$ cat config.mk
export PLATFORM = sky130hd
export DESIGN_NAME = wb_stage_flat
export DESIGN_NICKNAME = d
export VERILOG_FILES = /design/src/rtl/wb_pkg.sv /design/src/rtl/wb_stage_if.sv /design/src/rtl/wb_stage_load_align.sv /design/src/rtl/wb_stage.sv /design/src/flat_wrapper.sv
export SDC_FILE = /design/constraint.sdc
export NUM_CORES = 1
export LEC_CHECK = 0
export CAP_MARGIN = 20
export CORE_UTILIZATION = 35
export DETAILED_ROUTE_END_ITERATION = 8
export PLACE_DENSITY = 0.66
export SETUP_SLACK_MARGIN = 0.1
export SYNTH_ARGS = -nofsm -noshare
export SYNTH_HDL_FRONTEND = slang
export SYNTH_SLANG_ARGS = --single-unit
$ cat constraint.sdc
create_clock -name clk -period 2.23 [get_ports clk]
set_clock_uncertainty 0.05 [all_clocks]
set_input_delay 0.5575 -clock clk [delete_from_list [all_inputs] [get_ports clk]]
set_output_delay 0.5575 -clock clk [all_outputs]
set_load 0.01 [all_outputs]
$ cat src/rtl/wb_pkg.sv
// rtl/wb_pkg.sv - shared writeback source-select and load-size encodings
package wb_pkg;

    typedef logic [1:0] wb_sel_t;
    typedef logic [1:0] mem_size_t;

    localparam wb_sel_t WB_ALU = 2'b00;
    localparam wb_sel_t WB_MEM = 2'b01;
    localparam wb_sel_t WB_PC4 = 2'b10;
    localparam wb_sel_t WB_IMM = 2'b11;

    localparam mem_size_t SZ_BYTE   = 2'b00;
    localparam mem_size_t SZ_HALF   = 2'b01;
    localparam mem_size_t SZ_WORD   = 2'b10;
    localparam mem_size_t SZ_DOUBLE = 2'b11;

endpackage

$ cat src/rtl/wb_stage_if.sv
// rtl/wb_stage_if.sv - upstream beat handshake and payload into the writeback stage
interface wb_stage_if
    import wb_pkg::*;
#(
    parameter int XLEN   = 64,
    parameter int REG_AW = 5
);
    logic              in_valid;
    logic              in_ready;
    wb_sel_t           wb_sel;
    mem_size_t         mem_size;
    logic              mem_unsigned;
    logic [2:0]        addr_low;
    logic [XLEN-1:0]   alu_result;
    logic [XLEN-1:0]   mem_data;
    logic [XLEN-1:0]   pc_plus4;
    logic [XLEN-1:0]   imm;
    logic [REG_AW-1:0] rd;
    logic              reg_write;

    modport master (
        output in_valid, wb_sel, mem_size, mem_unsigned, addr_low,
               alu_result, mem_data, pc_plus4, imm, rd, reg_write,
        input  in_ready
    );

    modport slave (
        input  in_valid, wb_sel, mem_size, mem_unsigned, addr_low,
               alu_result, mem_data, pc_plus4, imm, rd, reg_write,
        output in_ready
    );
endinterface

$ cat src/rtl/wb_stage_load_align.sv
// rtl/wb_stage_load_align.sv - load lane shift, size truncation and sign/zero extension
module load_align #(
    parameter int XLEN = 64
) (
    input  logic [XLEN-1:0] mem_data,
    input  logic [2:0]      addr_low,
    input  logic [1:0]      mem_size,
    input  logic            mem_unsigned,
    output logic [XLEN-1:0] load_data
);
    import wb_pkg::*;

    logic [5:0]      shamt;
    logic [XLEN-1:0] shifted;
    logic [XLEN-1:0] mask;
    logic [XLEN-1:0] msb;
    logic            sign;

    always_comb begin
        // On a 32-bit datapath only two lane bits are meaningful.
        if (XLEN == 64) begin
            shamt = {addr_low, 3'b000};
        end else begin
            shamt = {1'b0, addr_low[1:0], 3'b000};
        end
        shifted = mem_data >> shamt;

        case (mem_size)
            SZ_BYTE: mask = XLEN'(8'hFF);
            SZ_HALF: mask = XLEN'(16'hFFFF);
            SZ_WORD: mask = XLEN'(32'hFFFF_FFFF);
            default: mask = '1;
        endcase

        // Top bit of the kept field is the sign; all-ones mask makes extension a no-op.
        msb       = mask & ~(mask >> 1);
        sign      = (|(shifted & msb)) && !mem_unsigned;
        load_data = (shifted & mask) | (sign ? ~mask : '0);
    end
endmodule

$ cat src/rtl/wb_stage.sv
// rtl/wb_stage.sv - single-entry writeback stage with source select, load align and retire count
module wb_stage #(
    parameter int XLEN   = 64,
    parameter int REG_AW = 5,
    parameter int CNT_W  = 32
) (
    input  logic              clk,
    input  logic              rst_n,
    wb_stage_if.slave         up,
    input  logic              flush,
    input  logic              rf_ready,
    output logic              rf_we,
    output logic [REG_AW-1:0] rf_waddr,
    output logic [XLEN-1:0]   rf_wdata,
    output logic              fwd_valid,
    output logic [CNT_W-1:0]  retire_cnt
);
    import wb_pkg::*;

    logic            hold_valid;
    logic            hold_reg_write;
    logic            started;
    logic            capture;
    logic            complete;
    logic [XLEN-1:0] load_data;
    logic [XLEN-1:0] wdata_next;

    load_align #(.XLEN(XLEN)) u_load_align (
        .mem_data     (up.mem_data),
        .addr_low     (up.addr_low),
        .mem_size     (up.mem_size),
        .mem_unsigned (up.mem_unsigned),
        .load_data    (load_data)
    );

    always_comb begin
        wdata_next = up.alu_result;
        case (up.wb_sel)
            WB_MEM:  wdata_next = load_data;
            WB_PC4:  wdata_next = up.pc_plus4;
            WB_IMM:  wdata_next = up.imm;
            default: wdata_next = up.alu_result;
        endcase
    end

    assign up.in_ready = !hold_valid || rf_ready;
    // The first edge out of reset only arms the stage, so a beat left asserted through reset is not taken.
    assign capture     = started && up.in_valid && up.in_ready && !flush;
    assign complete    = hold_valid && rf_ready && !flush;

    always_ff @(posedge clk or negedge rst_n) begin
        if (!rst_n) begin
            started        <= 1'b0;
            hold_valid     <= 1'b0;
            hold_reg_write <= 1'b0;
            rf_waddr       <= '0;
            rf_wdata       <= '0;
            retire_cnt     <= '0;
        end else begin
            started <= 1'b1;
            if (flush) begin
                hold_valid <= 1'b0;
            end else if (capture) begin
                hold_valid <= 1'b1;
            end else if (complete) begin
                hold_valid <= 1'b0;
            end
            if (capture) begin
                hold_reg_write <= up.reg_write;
                rf_waddr       <= up.rd;
                rf_wdata       <= wdata_next;
            end
            if (complete) begin
                retire_cnt <= retire_cnt + CNT_W'(1);
            end
        end
    end

    // x0 writes still retire; only the strobe is suppressed.
    assign rf_we     = hold_valid && hold_reg_write && (rf_waddr != '0);
    assign fwd_valid = rf_we;
endmodule

$ cat src/flat_wrapper.sv
// flat-port wrapper written by rule: the top's interface ports become plain ports
module wb_stage_flat import wb_pkg::*;
#(
    parameter int XLEN   = 64,
    parameter int REG_AW = 5,
    parameter int CNT_W  = 32
)
  (clk, rst_n, flush, rf_ready, rf_we, rf_waddr, rf_wdata, fwd_valid, retire_cnt, up_in_valid, up_wb_sel, up_mem_size, up_mem_unsigned, up_addr_low, up_alu_result, up_mem_data, up_pc_plus4, up_imm, up_rd, up_reg_write, up_in_ready);
  wb_stage_if #(.XLEN(XLEN), .REG_AW(REG_AW)) up_i ();
  input  logic clk;
  input  logic rst_n;
  input  logic flush;
  input  logic rf_ready;
  output logic rf_we;
  output logic [REG_AW-1:0] rf_waddr;
  output logic [XLEN-1:0] rf_wdata;
  output logic fwd_valid;
  output logic [CNT_W-1:0] retire_cnt;
  input wire logic [$bits(up_i.in_valid)-1:0] up_in_valid;
  input wire logic [$bits(up_i.wb_sel)-1:0] up_wb_sel;
  input wire logic [$bits(up_i.mem_size)-1:0] up_mem_size;
  input wire logic [$bits(up_i.mem_unsigned)-1:0] up_mem_unsigned;
  input wire logic [$bits(up_i.addr_low)-1:0] up_addr_low;
  input wire logic [$bits(up_i.alu_result)-1:0] up_alu_result;
  input wire logic [$bits(up_i.mem_data)-1:0] up_mem_data;
  input wire logic [$bits(up_i.pc_plus4)-1:0] up_pc_plus4;
  input wire logic [$bits(up_i.imm)-1:0] up_imm;
  input wire logic [$bits(up_i.rd)-1:0] up_rd;
  input wire logic [$bits(up_i.reg_write)-1:0] up_reg_write;
  output wire logic [$bits(up_i.in_ready)-1:0] up_in_ready;
  assign up_i.in_valid = up_in_valid;
  assign up_i.wb_sel = up_wb_sel;
  assign up_i.mem_size = up_mem_size;
  assign up_i.mem_unsigned = up_mem_unsigned;
  assign up_i.addr_low = up_addr_low;
  assign up_i.alu_result = up_alu_result;
  assign up_i.mem_data = up_mem_data;
  assign up_i.pc_plus4 = up_pc_plus4;
  assign up_i.imm = up_imm;
  assign up_i.rd = up_rd;
  assign up_i.reg_write = up_reg_write;
  assign up_in_ready = up_i.in_ready;
  wb_stage #(.XLEN(XLEN), .REG_AW(REG_AW), .CNT_W(CNT_W)) u_core (.clk(clk), .rst_n(rst_n), .up(up_i), .flush(flush), .rf_ready(rf_ready), .rf_we(rf_we), .rf_waddr(rf_waddr), .rf_wdata(rf_wdata), .fwd_valid(fwd_valid), .retire_cnt(retire_cnt));
endmodule
=== Word level (Yosys, flattened, before mapping) ===
Cells that the tools add are included.

* Memory bits (read-only): 0
* Bits in writable memories: 0
* Bits of input ports: 275
* Output and inout bits: 104
* Memories kept: 0
* Word-level logic and storage cells: 41
* Register bits: 104
* Latch bits: 0

* Order comparisons: 0
* Mux-type cells: 6
* Bitwise operators: 6
* Multipliers: 0
* Equality and inequality tests: 5
* Add/subtract/negate cells: 1
* Shift-type cells: 1
* Reduce and logical (&&, ||, !) cells: 16
* Div/mod/pow operators: 0

{| class="wikitable"
|+ Operators by type and width
! operator !! number
|-
| $pmux 64 s3 || 2
|-
| $and 64x64->64 || 3
|-
| $mux 64 || 1
|-
| $not 63->64 || 1
|-
| $not 64->64 || 1
|-
| $or 64x64->64 || 1
|-
| $reduce_or 64->1 || 1
|-
| $shr 64x6->64 || 1
|-
| $add 32x1->32 const B || 1
|-
| $logic_and 1x1->1 || 8
|-
| $eq 2x2->1 const B || 3
|-
| $reduce_bool 5->1 || 1
|-
| $eq 2x1->1 const B || 2
|-
| $logic_not 1->1 || 3
|-
| $mux 1 || 3
|-
| $reduce_bool 3->1 || 1
|-
| $logic_not 2->1 || 1
|-
| $logic_or 1x1->1 || 1
|}

=== Depth between registers and ports, before layout ===
Gate-level depths: netlist of run 1.

* Word-level depth: 10
* Depth in mapped cells: 10
* Mapped depth without buffers: 5

=== Hierarchy ===
Synthesis of run 1 repeated with hierarchy kept, for this count alone.

* Cell total of the unflattened synthesis: 685
* Area, all modules: 8126.5 µm²

{| class="wikitable"
|+ By module, submodules not included
! module !! sequential area each (µm²) !! times used !! cells each !! area an instance (µm²)
|-
| wb_stage || 2602.5 || 1 || 357 || 5636.7
|-
| load_align || 0.0 || 1 || 328 || 2489.9
|}

=== Least setup slack after synthesis of run 1 ===
Ideal clock, no wire load.

* Path type: input -> register
* Start point: input up_addr_low[0]
* End point: register u_core.rf_wdata[6]
* Stages: 6
* Setup slack: 0.084 ns
* Arrival: 1.964 ns
* Data required time: 2.048 ns
* Library setup time: 0.132 ns
* Path buffers: 2
* Cell sequence: buf_6 -> buf_6 -> mux2_2 -> mux4_2 -> a221oi_1 -> o21ai_1

* Word-level cells in the longest chain between the ends: 7
* Elaborated cells on any way between the ends: 8
* Classes of those cells: 1 x shift; 2 x mux; 3 x bitwise; 2 x reduce/logical

{| class="wikitable"
|+ RTL lines
! element !! line !! text
|-
| start, declared || flat_wrapper.sv:23 || <nowiki>input wire logic [$bits(up_i.addr_low)-1:0] up_addr_low;</nowiki>
|-
| $shr 64x6->64 (*) || wb_stage_load_align.sv:26 || <nowiki>shifted = mem_data >> shamt;</nowiki>
|-
| $and 64x64->64 || wb_stage_load_align.sv:37 || <nowiki>sign = (|(shifted & msb)) && !mem_unsigned;</nowiki>
|-
| $reduce_or 64->1 || wb_stage_load_align.sv:37 ||
|-
| $logic_and 1x1->1 || wb_stage_load_align.sv:37 ||
|-
| $mux 64 || wb_stage_load_align.sv:38 || <nowiki>load_data = (shifted & mask) | (sign ? ~mask : '0);</nowiki>
|-
| $or 64x64->64 (*) || wb_stage_load_align.sv:38 ||
|-
| $pmux 64 s3 (*) || wb_stage.sv:38 || <nowiki>case (up.wb_sel)</nowiki>
|-
| end signal, assigned || wb_stage.sv:71 || <nowiki>rf_wdata <= wdata_next;</nowiki>
|-
| end, declared || wb_stage.sv:14 || <nowiki>output logic [XLEN-1:0] rf_wdata,</nowiki>
|}

Mark *: on every way between the ends. The rest lies on a longest branch, timed or not.
A chain may end at the register's enable or synchronous reset.

=== Final worst setup path of run 1 ===
* Start point: register u_core.rf_waddr[1]
* End point: output rf_we

* Word-level cells in the longest chain between the ends: 2

{| class="wikitable"
|+ RTL lines
! element !! line !! text
|-
| start, declared || wb_stage.sv:13 || <nowiki>output logic [REG_AW-1:0] rf_waddr,</nowiki>
|-
| start signal, assigned || wb_stage.sv:70 || <nowiki>rf_waddr <= up.rd;</nowiki>
|-
| $reduce_bool 5->1 || wb_stage.sv:80 || <nowiki>assign rf_we = hold_valid && hold_reg_write && (rf_waddr != '0);</nowiki>
|-
| $logic_and 1x1->1 || wb_stage.sv:80 ||
|-
| end, declared || flat_wrapper.sv:14 || <nowiki>output logic rf_we;</nowiki>
|}

No other way between the ends.

==> results of run 1 <==
-- power groups by stage --
stage / sequential [mW] / clock [mW] / combinational [mW]
6_report: 2.45 / 1.71 / 3.23
5_1_grt: 2.48 / 1.83 / 3.44
4_1_cts: 2.44 / 1.75 / 3.16
3_5_place_dp: 2.47 / 0 / 3.10
3_3_place_gp: 2.47 / 0 / 3.06
2_1_floorplan: 2.57 / 0 / 1.14
-- kinds of logic (layout without fill, tap and decap cells) --
family / Yosys count / in the layout
other: 1 / 4
xor gates and xnor gates: 32 / 32
AOI/OAI and AO/OA: 265 / 265
buffers and inverters: 99 / 572
DFF: 104 / 104
adders and majority gates: 1 / 1
muxes: 156 / 156
and+or+nand+nor: 335 / 335
-- synthesized netlist by cell type (12+ instances only) --
cell type    n  share of area (%)
a221oi_1    34                3.4
xnor2_1     23                2.3
mux4_2      17                4.4
clkbuf_1    37                1.6
nand2b_1    16                1.1
o41ai_1     14                1.4
nand2_1     99                4.2
a31oi_1     32                2.3
mux2i_1     63                7.2
nand3_1     12               0.68
nor2_1     142                6.1
buf_6       16                2.0
buf_2       16               0.91
o21ai_1     39                2.2
dfrtp_1    104                 30
nor3b_1     17                1.5
o2bb2ai_1   24                2.4
a21oi_1     55                3.1
a22oi_1     18                1.5
mux2_2      71                9.1
-- flip-flops by register name, indices dropped and copies added (netlist names) --
register and count:
u_core.hold_reg_write 1, u_core.hold_valid 1, u_core.retire_cnt 32, u_core.rf_waddr 5, u_core.rf_wdata 64, u_core.started 1
-- worst paths after layout --
path | startpoint | end | slack [ns] | cells past startpoint
setup / recovery | u_core.rf_waddr[1]$_DFFE_PN0P_ | rf_we | 0.03 | 3
hold / removal | rst_n | u_core.retire_cnt[15]$_DFFE_PN0P_ | 0.07 | 1
setup reg to reg | u_core.hold_valid$_DFFE_PN0P_ | u_core.rf_wdata[21]$_DFFE_PN0P_ | 0.23 | 6
hold reg to reg | u_core.retire_cnt[31]$_DFFE_PN0P_ | u_core.retire_cnt[31]$_DFFE_PN0P_ | 0.43 | 1
max in group asynchronous | rst_n | u_core.rf_wdata[5]$_DFFE_PN0P_ | 1.47 | 2
min in group clk | u_core.retire_cnt[31]$_DFFE_PN0P_ | u_core.retire_cnt[31]$_DFFE_PN0P_ | 0.43 | 1
-- timing repair --
item,CTS,global route
pin swaps,4,7
gates cloned,5,2
setup endpoints to repair,59,54
resized for setup,49,39
buffers inserted,6,1
-- routing by layer --
layer	vias up	wire, um
met4	2	1030
met2	434	20300
met5	-	13
li1	4658	-
met3	63	3210
met1	4988	16800
-- area by class of cell --
cell class | instances | area [um2] | area share [%]
antenna | 3 | 7.51 | 0.0512
clock buffer | 9 | 225 | 1.54
clock inverter | 7 | 88.8 | 0.606
inverter | 13 | 48.8 | 0.333
multi-input combinational | 790 | 5950 | 40.6
sequential | 104 | 2600 | 17.7
tap | 324 | 405 | 2.76
timing repair buffer | 543 | 5340 | 36.4
-- cells in the final DEF (no fill, tap or decap), types with 8 or more instances in the layout --
| cell type | netlist | routed |
|---|---|---|
| nand2_1 | 99 | 98 |
| a311oi_1 | 9 | 9 |
| mux2i_1 | 63 | 63 |
| xor2_1 | 9 | 9 |
| buf_12 | 1 | 15 |
| inv_1 | 11 | 11 |
| dlygate4sd2_1 | 0 | 8 |
| clkbuf_16 | 0 | 11 |
| dfrtp_1 | 104 | 104 |
| o41ai_2 | 0 | 9 |
| clkdlybuf4s50_1 | 0 | 353 |
| mux2_2 | 71 | 65 |
| a22oi_1 | 18 | 17 |
| nor2_1 | 142 | 141 |
| nor3b_1 | 17 | 16 |
| a21oi_1 | 55 | 54 |
| nand2b_1 | 16 | 16 |
| a221oi_2 | 5 | 18 |
| xnor2_1 | 23 | 23 |
| nand3_1 | 12 | 12 |
| nand4_1 | 11 | 11 |
| o2bb2ai_1 | 24 | 24 |
| buf_4 | 5 | 140 |
| o21ai_0 | 11 | 9 |
| a221oi_1 | 34 | 18 |
| o21ai_1 | 39 | 41 |
| a31oi_1 | 32 | 32 |
| mux4_2 | 17 | 17 |
==> impl_metrics.ini, run 1 <==
[detailed_routing]
wirelength_um = 41300
wl_per_cell_um = 23.0
via_per_inst = 5.66
dr_total_vias = 10145
ant_nets = 0
first_pass_iters = 5
drt_iter0_drc = 581
drc = 0

[run_status]
status = complete, no violations

[logic_synthesis]
synth_mux_area_share_pct = 22.0
synth_area_um2 = 8800
synth_fa_ha_area_share_pct = 0.142
synth_top_family_by_area = multiplexers
async_flop_share_pct = 100
avgSynthCellArea_um2 = 8.86
dominantRegCellSynth = dfrtp_1
synth_edf_count = 0
synth_fp_nets = 1269
yosysUniqueCellTypes = 66
yosys.area_share.simple_pct = 17.5
ys_seq_area_share_pct = 29.6
synth-xor-area-share_pct = 3.19
yosysWarnings = 0
synth_compound_area_share_pct = 21.3
synth_cells = 993
ys_seq_elements = 104

[pwr]
p_clk_share_pct = 23.2
total_power_mw = 7.39
p_comb_share_pct = 43.7
sw_frac_of_total_pct = 34.3
p_int_mw = 4.85
p_leak_nw = 6.10
power.density_nw_per_um2 = 504
seq_power_share_pct = 33.1
switching_power_mw = 2.54
vdd_drop_max_v = 0.000315

[global_route]
grt_usage_pct = 31.7
grt_pass1_vias = 10302
met2_usage_pct = 54.6
antenna_found_initial = 4
busiest_layer = met2
met1_usage_pct = 39.0
grt_pass1_wl_um = 61600
grt_max_degree = 57
gr-total-overflow = 0
grt_util_met3_pct = 7.02

[clock_tree]
h-tree-depth = 3
clock-sinks = 104
cts_inserted_buffers = 9
cts-root-buf = clkbuf_16
cts_tree = built
clkTransAtPathRegs_ns = 0.09
cts_hold_buf = 0
worstSkewPairLatency_ns = 0.37
clk_path_buf_depth = 2

[setup_path]
worst-path-buf-inv = 1
cpLargestDelayFamily = flip-flops
cp.arrival_ns = 1.59
crit_path_max_fanout = 2
cp_cell_sequence = or3_1 -> o311a_1 -> buf_2
critPathRequiredTime_ns = 1.62
crit_path_end_kind = primary output
startpoint_type = flip-flop
cpMaxStageDelayCell = dfrtp_1
worstSetupPathType = reg2out
slowest_delay_ns = 0.38

[job]
max_cap_viol_count = 0

[final_layout]
fin_nets = 1737
instances_no_fill = 1793
drive_gt1_share_pct = 22.8
final_util_pct = 60.0
n_fill_cell = 2132
stdcell_area_um2 = 14700
areaGrowthSynthToFinish_pct = 66.7

[floorplanning]
die-area_um2 = 25800
rows = 57
ios = 379
fp.dieH_um = 161
die_x_um = 161
start_util_pct = 36.0
core-area_um2 = 24500

[sta]
setup_viol = 0
tns_ns = 0
whs_ns = 0.0675
min_period_over_period_pct = 98.7
hold_violations = 0
period_needed_ns = 2.20
fmax_mhz = 454
slew_violations = 0
rsz0062_at_grt = true
fin_ws_ns = 0.0289

[placement]
place_ws_ns = -0.546
dp_cells = 1760
hpwl_um = 31800
place_area_um2 = 13800
place.gp.congestion = 0.956
io_buffer_count = 378

[hold_path]
hold_path_class = in2async
No activity file was read; power rests on OpenSTA's default activity.
==> inputs of run 2 (changes only) <==
Settings changed: HOLD_SLACK_MARGIN set to 0.15.
==> impl_metrics.ini, run 2 (synthesized netlist as in run 1, its figures left out) <==
[run_status]
status = complete, no violations

[detailed_routing]
ant_nets = 0
wirelength_um = 41300
drt_iter0_drc = 552
first_pass_iters = 5
wl_per_cell_um = 23.0
dr_total_vias = 10098
drc = 0
via_per_inst = 5.63

[floorplanning]
fp.dieH_um = 161
die-area_um2 = 25800
ios = 379
core-area_um2 = 24500
start_util_pct = 36.0
rows = 57
die_x_um = 161

[sta]
tns_ns = 0
hold_violations = 0
fin_ws_ns = 0.0298
setup_viol = 0
slew_violations = 0
fmax_mhz = 455
period_needed_ns = 2.20
rsz0062_at_grt = true
min_period_over_period_pct = 98.7

[clock_tree]
clkTransAtPathRegs_ns = 0.09
worstSkewPairLatency_ns = 0.37
h-tree-depth = 3
cts_tree = built
clock-sinks = 104
cts_inserted_buffers = 9
clk_path_buf_depth = 2
cts-root-buf = clkbuf_16

[setup_path]
cp_cell_sequence = or3_1 -> o311a_1 -> buf_2
cpLargestDelayFamily = flip-flops
worstSetupPathType = reg2out
cpMaxStageDelayCell = dfrtp_1
cp.arrival_ns = 1.59
critPathRequiredTime_ns = 1.62
worst-path-buf-inv = 1
crit_path_end_kind = primary output
crit_path_start = u_core.rf_waddr[1]$_DFFE_PN0P_
slowest_delay_ns = 0.38
reg2reg_from = u_core.hold_valid$_DFFE_PN0P_
startpoint_type = flip-flop
crit_path_max_fanout = 2

[hold_path]
worstHoldStart = u_core.retire_cnt[31]$_DFFE_PN0P_
hold_path_class = reg2reg

[final_layout]
final_util_pct = 60.0
drive_gt1_share_pct = 22.8
areaGrowthSynthToFinish_pct = 66.8
regMostFlops = u_core.rf_wdata
largest_reg_flops = 64
final_common_cell = clkdlybuf4s50_1
stdcell_area_um2 = 14700
top_regs = u_core.rf_wdata: 64 flops, u_core.retire_cnt: 32 flops, u_core.rf_waddr: 5 flops
final-seq-area_um2 = 2600
layout_common_cells = clkdlybuf4s50_1 (353), nor2_1 (141), buf_4 (140), dfrtp_1 (104), nand2_1 (98)
fin_nets = 1738
multi_input_area_um2 = 5950
n_fill_cell = 2132

[global_route]
gr-total-overflow = 0
grt_max_degree = 57
antenna_found_initial = 4
grt_pass1_wl_um = 61600
grt_pass1_vias = 10303
grt_usage_pct = 31.7

[pwr]
p_int_mw = 4.86
sw_frac_of_total_pct = 34.3
power.density_nw_per_um2 = 504
p_clk_share_pct = 23.1
seq_power_share_pct = 33.1
p_comb_share_pct = 43.8
vdd_drop_max_v = 0.000316
p_leak_nw = 6.10
switching_power_mw = 2.54

[placement]
place_area_um2 = 13800
place_ws_ns = -0.546
hpwl_um = 31800
place.gp.congestion = 0.956
io_buffer_count = 378

[job]
max_cap_viol_count = 0
==> run 2: cell types whose count changed in the layout (fill, tap and decap cells not counted), sizes merged <==
cell	before	now
dlygate4sd3	0	1
==> run 2: power by group through the flow <==
stage	sequential (mW)	combinational (mW)	clock (mW)
after floorplan	2.57	1.14	0
after global placement	2.47	3.06	0
after detailed placement	2.47	3.10	0
after CTS	2.44	3.16	1.75
after global routing	2.48	3.44	1.83
final	2.45	3.24	1.71
==> run 2: repair_timing <==
| item | 4_1_cts | 5_1_grt |
|---|---|---|
| cloned | 5 | 2 |
| hold endpoints to repair | 27 | 0 |
| setup endpoints to repair | 59 | 54 |
| resized for setup | 49 | 39 |
| pin swaps | 4 | 7 |
| buffers inserted | 6 | 1 |
| hold buffers | 1 | 0 |
==> run 2: final cells by class <==
class	count	share of cell area, %
Clock inverter	7	0.605
Sequential cell	104	17.7
Inverter	13	0.333
Antenna cell	3	0.0512
Multi-Input combinational cell	790	40.5
Clock buffer	9	1.53
Tap cell	324	2.76
Timing Repair Buffer	544	36.4
==> run 2: per-layer routing <==
layer | global-route usage [%] | share of wire (%)
met1 | 39.0 | 40
met2 | 54.6 | 49
met3 | 7.02 | 8.3
met4 | 10.4 | 2.6
met5 | 0 | 0.036
==> run 2: stage by stage <==
step	hold slack, ns	std cells	power [mW]
final	0.431	1794	7.39
after global routing	0.457	1794	7.75
after CTS	0.430	1788	7.36
after detailed placement	0.412	1760	5.57
after global placement	0.410	1760	5.53
after floorplan	0.212	993	3.71
==> run 2: worst paths after layout <==
path / to / depth (start not counted) / slack (ns)
min reg2reg: u_core.retire_cnt[31]$_DFFE_PN0P_ / 1 / 0.43
min: u_core.retire_cnt[31]$_DFFE_PN0P_ / 1 / 0.43
max: rf_we / 3 / 0.03
max in group asynchronous: u_core.retire_cnt[18]$_DFFE_PN0P_ / 3 / 0.92
min in group asynchronous: u_core.retire_cnt[15]$_DFFE_PN0P_ / 2 / 0.61
max reg2reg: u_core.rf_wdata[21]$_DFFE_PN0P_ / 6 / 0.24
==> run 2: worst register-to-register path: cells and delay by family (launching register included) <==
family / cells / cell delay, ns
compound gates: 2 / 0.48
buf+inv: 2 / 0.35
simple gates: 2 / 0.55
flops: 1 / 0.44
